<file path="src/rtl/booth_seq_ctrl.sv">
// booth_seq_ctrl: radix-2 Booth sequential signed multiplier, one recoding step per cycle
module booth_seq_ctrl #(
  parameter int WIDTH = 4
) (
  input  logic               clk,
  input  logic               rst,
  input  logic               start,
  input  logic [WIDTH-1:0]   M,
  input  logic [WIDTH-1:0]   Q,
  output logic [2*WIDTH-1:0] A,
  output logic               busy,
  output logic               done
);
  typedef enum logic [1:0] {IDLE, RUN, DONE} state_t;
  localparam int CW = $clog2(WIDTH + 1);
  state_t state;
  logic [WIDTH:0] acc, sext, sum, sh_acc;
  logic [WIDTH-1:0] mcand, qreg, sh_q;
  logic q_m1, sh_m1;
  logic [CW-1:0] count;
  always_comb begin
    sext = {mcand[WIDTH-1], mcand};
    sum = (qreg[0] & ~q_m1) ? acc - sext : (~qreg[0] & q_m1) ? acc + sext : acc;
    {sh_acc, sh_q, sh_m1} = {sum[WIDTH], sum, qreg};
  end
  always_ff @(posedge clk or posedge rst)
    if (rst) begin
      state <= IDLE;
      A     <= '0;
      busy  <= 1'b0;
      done  <= 1'b0;
      acc   <= '0;
      qreg  <= '0;
      q_m1  <= 1'b0;
      count <= '0;
      mcand <= '0;
    end else begin
      done <= 1'b0;
      case (state)
        IDLE: if (start) begin
          mcand <= M;
          qreg  <= Q;
          acc   <= '0;
          q_m1  <= 1'b0;
          count <= CW'(WIDTH);
          state <= RUN;
          busy  <= 1'b1;
        end
        RUN: begin
          acc   <= sh_acc;
          qreg  <= sh_q;
          q_m1  <= sh_m1;
          count <= count - 1'b1;
          if (count == CW'(1)) begin
            A     <= {sh_acc[WIDTH-1:0], sh_q};
            state <= DONE;
            done  <= 1'b1;
          end
        end
        default: begin
          state <= IDLE;
          busy  <= 1'b0;
        end
      endcase
    end
endmodule
</file>
<file path="config.mk">
export PLATFORM = sky130hd
export DESIGN_NAME = booth_seq_ctrl
export DESIGN_NICKNAME = d
export VERILOG_FILES = /design/src/rtl/booth_seq_ctrl.sv
export SDC_FILE = /design/constraint.sdc
export NUM_CORES = 1
export LEC_CHECK = 0
export CORE_ASPECT_RATIO = 1.25
export CORE_UTILIZATION = 45
export CTS_CLUSTER_SIZE = 30
export DETAILED_ROUTE_END_ITERATION = 10
export PLACE_DENSITY_LB_ADDON = 0.1
export SKIP_LAST_GASP = 1
export SLEW_MARGIN = 25
export SYNTH_ARGS = -nofsm -noshare
export SYNTH_HDL_FRONTEND = slang
export SYNTH_SLANG_ARGS = --single-unit
export TNS_END_PERCENT = 50
</file>
<file path="constraint.sdc">
create_clock -name clk -period 2.1 [get_ports clk]
set_input_delay 0.63 -clock clk [delete_from_list [all_inputs] [get_ports clk]]
set_output_delay 0.63 -clock clk [all_outputs]
set_load 0.02 [all_outputs]
</file>
Word level (Yosys, flattened, before mapping)
Index checks and enable logic that the tools add are counted.

operators by class
  add/sub/neg operators = 3
  equal/unequal tests = 4
  multiplexer cells = 17
  bitwise operators = 5
  reduce and logical (&&, ||, !) cells = 7

operators by type and width
  kind                                                                count
  5-bit two-way mux                                                   3
  5-bit case mux with 2 select lines                                  1
  2-bit AND reduction                                                 5
  4-bit case mux with 2 select lines                                  1
  3-bit case mux with 2 select lines                                  1
  5-bit adder                                                         1
  5-bit subtractor                                                    1
  1-bit two-way mux                                                   4
  2-bit two-way mux                                                   2
  4-bit two-way mux                                                   1
  2-bit != test, second input constant                                2
  1-bit case mux with 2 select lines                                  2
  2-bit case mux with 2 select lines                                  1
  3-bit by 1-bit == test with 1-bit output, second input constant     1
  3-bit two-way mux                                                   1
  1-bit NOT                                                           3
  3-bit by 1-bit subtractor with 3-bit output, second input constant  1
  1-bit bitwise AND                                                   2
  2-bit by 1-bit == test with 1-bit output, second input constant     1
  2-bit zero test                                                     1
  2-bit nonzero test                                                  1

storage, ports and cells
  register bits after elaboration = 29
  input bits = 11
  output and inout port bits = 10

Depth between registers and ports, before layout
  depth in word-level cells = 5
  mapped depth = 8

Least setup slack after synthesis
Ideal clock, no wire load.

  path kind = flip-flop to flip-flop
  start point = reg acc[0]
  end point = reg A[7]
  data arrival time = 1.720 ns
  required time = 1.996 ns
  slack = 0.277 ns
  stages on the path, launching flop included = 8
  path buffers = 0
  period minus slack after synthesis = 1.823 ns
  cells stage by stage = dfrtp_1 -> inv_1 -> ha_1 -> inv_1 -> fa_1 -> a2111oi_4 -> a211oi_2 -> o41ai_2

on the way
  longest elaborated chain between the ends = 3
  elaborated cells between the ends (all ways) = 4

RTL lines
  what                      RTL line  RTL
  start: declaration        17        logic [WIDTH:0] acc, sext, sum, sh_acc;
  start signal: assignment  32        acc <= '0;
  start signal: assignment  43        acc <= '0;
  start signal: assignment  50        acc <= sh_acc;
  5-bit adder               23        sum = (qreg[0] & ~q_m1) ? acc - sext : (~qreg[0] & q_m1) ? acc + sext : acc;
  5-bit two-way mux         23
  5-bit two-way mux (*)     23
  end signal: assignment    55        A <= {sh_acc[WIDTH-1:0], sh_q};
  end: declaration          10        output logic [2*WIDTH-1:0] A,

Every way passes the cells marked *; elsewhere a longest branch is shown, timed or not.
A chain may end at the register's enable or synchronous reset.

Final worst setup path
Same ends and word-level chain as after synthesis.

==> summary.md <==
| Metric | Value |
|---|---|
| Status | `complete, no violations` |
| Count leader, synth | `nand2_1` |
| Routed Antenna Nets | `0` |
| GR Util met3 | `2.97%` |
| Vias after detailed routing | `1148` |
| CP max FO | `4` |
| CTS sink count | `28` |
| LEAKAGE | `0.827 nW` |
| DIE HEIGHT | `66.7 microns` |
| PwrDens | `~1800 mW/mm^2` |
| Sequential area share after synthesis | `between 40% and 50%` |
| GRT Overall Usage | `~19%` |
| Clock Latency Late Sink | `0.27 ns` |
| Final-layout fill cell count | `299` |
| Num CTS Buffers | `3` |
| Slew Viols, Final | `0` |
| Initial antenna violation count | `0` |
| Clk pin slew, worst setup/hold paths | `roughly 0.10 ns` |
| Main flop type after synthesis | `dfrtp_1` |
| Area share of the largest cell type after synthesis | `46.6%` |
| Htree depth | `1` |
| Cell Area, Placed | `0.00174 sq mm` |
| Register area | `701 sq um` |
| Met2 usage | `33.3%` |
| Wire length per cell | `13.8 microns` |
| DRC Markers | `0` |
| Post-CTS Setup Inserts | `0` |
| I/O pin count | `21` |
| Share of synthesized flip-flops with an asynchronous set or reset | `between 90% and 100%` |
| Worst r2r src | `acc[0]$_DFFE_PP0P_` |
| Final Cell Area | `roughly 0.0018 sq mm` |
| Vias in the first global route | `1126` |
| Ratio of cells with drive above 1 in the final layout | `10.3%` |
| GR Overflow Total | `0` |
| Global-route wire length before repair | `5020 microns` |
| Maximum number of pins on one net before global-route repair | `29` |
| Layout Nets | `198` |
| R2R Setup Slk | `0.14 ns` |
| CTS tree | `built` |
| Critical path arrival | `2.11 ns` |
| Dpl hpwl | `approximately 2300 microns` |
| PostCTS Resize Cnt | `0` |
| DRT Wirelength | `2910 microns` |
| RD Place Congestion | `0.802` |
| DR vias/cell | `5.44` |
| Ys Warns | `0` |
| Area delta synth->final | `20.4%` |
| Tmin final | `around 2 ns` |
| Initial Util | `between 40% and 50%` |
| GR peak layer | `met2` |
| HP Class | `reg2reg` |
| DR iter-0 viols | `16` |
| Final hold violation count | `0` |
| Post-Route Skew | `0.00526 ns` |
| Hold path endpoint | `A[1]$_DFFE_PP0P_` |
| I/O Buffers | `20` |
| Grt met1 use | `23.1%` |
| Die area | `between 0.003 and 0.004 sq mm` |
| Cell Chain, Critical Path | `ha_1 > inv_1 > fa_1 > nor2_1 > nor4_1 > a211oi_1 > o41ai_2` |
| Row count | `23` |
| Post-synth EDFFs | `0` |
| Synth area leader | `dfrtp_1` |
| Startpoint Class | `register` |
| Req. time, crit path | `2.26 ns` |
| Max Fclk | `511 MHz` |
| Part of the cycle the worst path needs | `93.2%` |
| RSZ-0062 raised after global routing | `yes` |
| Core area | `0.00319 sq mm` |
| Rel. slew slack | `between 60% and 70%` |
| Dominant cells by area after synthesis | `dfrtp_1 47%, ha_1 8.3%, nand2_1 7.5%` |
| CP max stage cell | `dfrtp_1` |
| Area of the mapped netlist | `~0.0015 sq mm` |
| HP Start | `A[1]$_DFFE_PP0P_` |
| Critical Path End Type | `register` |
| Cell depth of the worst flop-to-flop path | `7` |
| Syn_area_per_cell | `9.90 sq um` |
| Synth top cells by count | `30 x nand2_1, 28 x dfrtp_1, 14 x inv_1` |
| Setup Crit Path Kind | `reg2reg` |
| Post-Synthesis Net Count | `175` |
| VDD IR max | `896 uV` |
| Area taken by multi-input logic gates | `714 sq um` |
| Register bit count reported by yosys | `28` |
| Hold depth | `2` |
| Setup Viol. Count Final | `0` |
| Quantity of hold-fixing buffers added after cts | `0` |
| Synth unique cells | `34` |
| First-pass detailed-route iteration total | `4` |
| CTS Buffer Depth | `2` |
| Die Wd | `53.7 microns` |
| Max-capacitance violation count | `0` |
| CTS root buf | `clkbuf_8` |
| Mapped Cells | `152` |
| Tightest hold margin | `0.483 ns` |
| R2R Path End | `A[7]$_DFFE_PP0P_` |
| Antenna diode instance count | `0` |
| CP max stage delay | `0.41 ns` |
| Actual slew at the worst max-slew pin | `0.502 ns` |
[worst max path at each step]
stage / start / to / slack, ns
floorplan: acc[0]$_DFFE_PP0P_ / A[7]$_DFFE_PP0P_ / 0.28
global placement: start / count[2]$_DFFE_PP0P_ / 0.15
detailed placement: acc[0]$_DFFE_PP0P_ / A[7]$_DFFE_PP0P_ / 0.12
CTS: acc[0]$_DFFE_PP0P_ / A[7]$_DFFE_PP0P_ / 0.1
global route: acc[2]$_DFFE_PP0P_ / A[6]$_DFFE_PP0P_ / -0.003
finish: acc[0]$_DFFE_PP0P_ / A[7]$_DFFE_PP0P_ / 0.14
[state kept, by name (all words and copies together) (netlist names)]
register	flops
state	2
count	3
q_m1	1
mcand	4
A	8
qreg	4
busy	1
done	1
acc	4
[cells in the final DEF (no fill, tap or decap), types with 2 or more instances in the layout]
cell type / n
nand2_1: 30
dfrtp_1: 28
clkdlybuf4s50_1: 20
inv_1: 14
o21ai_0: 10
o22ai_1: 10
ha_1: 10
a21oi_1: 6
nor2_1: 4
xnor2_1: 4
inv_2: 3
a31oi_1: 3
o21ai_1: 3
clkbuf_8: 3
nand2b_1: 2
o41ai_2: 2
nor2b_1: 2
buf_4: 2
[per-layer routing]
layer  up-vias  part of all wire, %
met5         -                    0
met4         0                  1.5
met2        15                   52
met1       564                   44
met3         4                  2.0
li1        565                    -
[through the flow]
stage,utilization [%],std cells,setup TNS (ns),worst slack [ns],total power (W)
final,56.7,211,0,0.143,0.00322
after floorplan,-,152,0,0.277,0.00238
after CTS,56.6,211,0,0.0956,0.00325
after global routing,56.7,211,-0.00284,-0.00284,0.00351
after global placement,54.4,207,0,0.153,0.00276
after detailed placement,54.4,207,0,0.118,0.00282
[critical path, delay by kind of cell, from the launching register on]
kind	cells	cell delay, ns
adders and majority gates	2	0.64
buffers and inverters	1	0.07
AOI/OAI and AO/OA	2	0.53
and+or+nand+nor	2	0.19
DFF	1	0.41
[power breakdown]
group | switching (W) | leakage [nW] | total (W) | internal (W)
Sequential | 0.000212 | 0.340 | 0.00101 | 0.000798
Clock | 0.000165 | 0.0357 | 0.000420 | 0.000255
Combinational | 0.000986 | 0.451 | 0.00179 | 0.000801
Total | 0.00136 | 0.827 | 0.00322 | 0.00185
[logic make-up after synthesis]
group,count (synthesis),share of synthesized area (%)
multiplexers,1,0.748
adder cells (fa/ha/maj),12,11.0
XOR/XNOR,4,2.33
AND/OR/NAND/NOR,43,12.2
flip-flops,28,46.6
buffers and inverters,21,6.15
AO/OA/AOI/OAI,43,21.0
[cell type report]
type                       count  area share, %
timing repair buffer          22           11.9
clock buffer                   3           2.28
multi-input combinational    103           39.4
tap                           37           2.56
inverter                      17           3.52
sequential                    28           38.7
clock inverter                 1           1.66
Power figures use the tool's default switching activity.
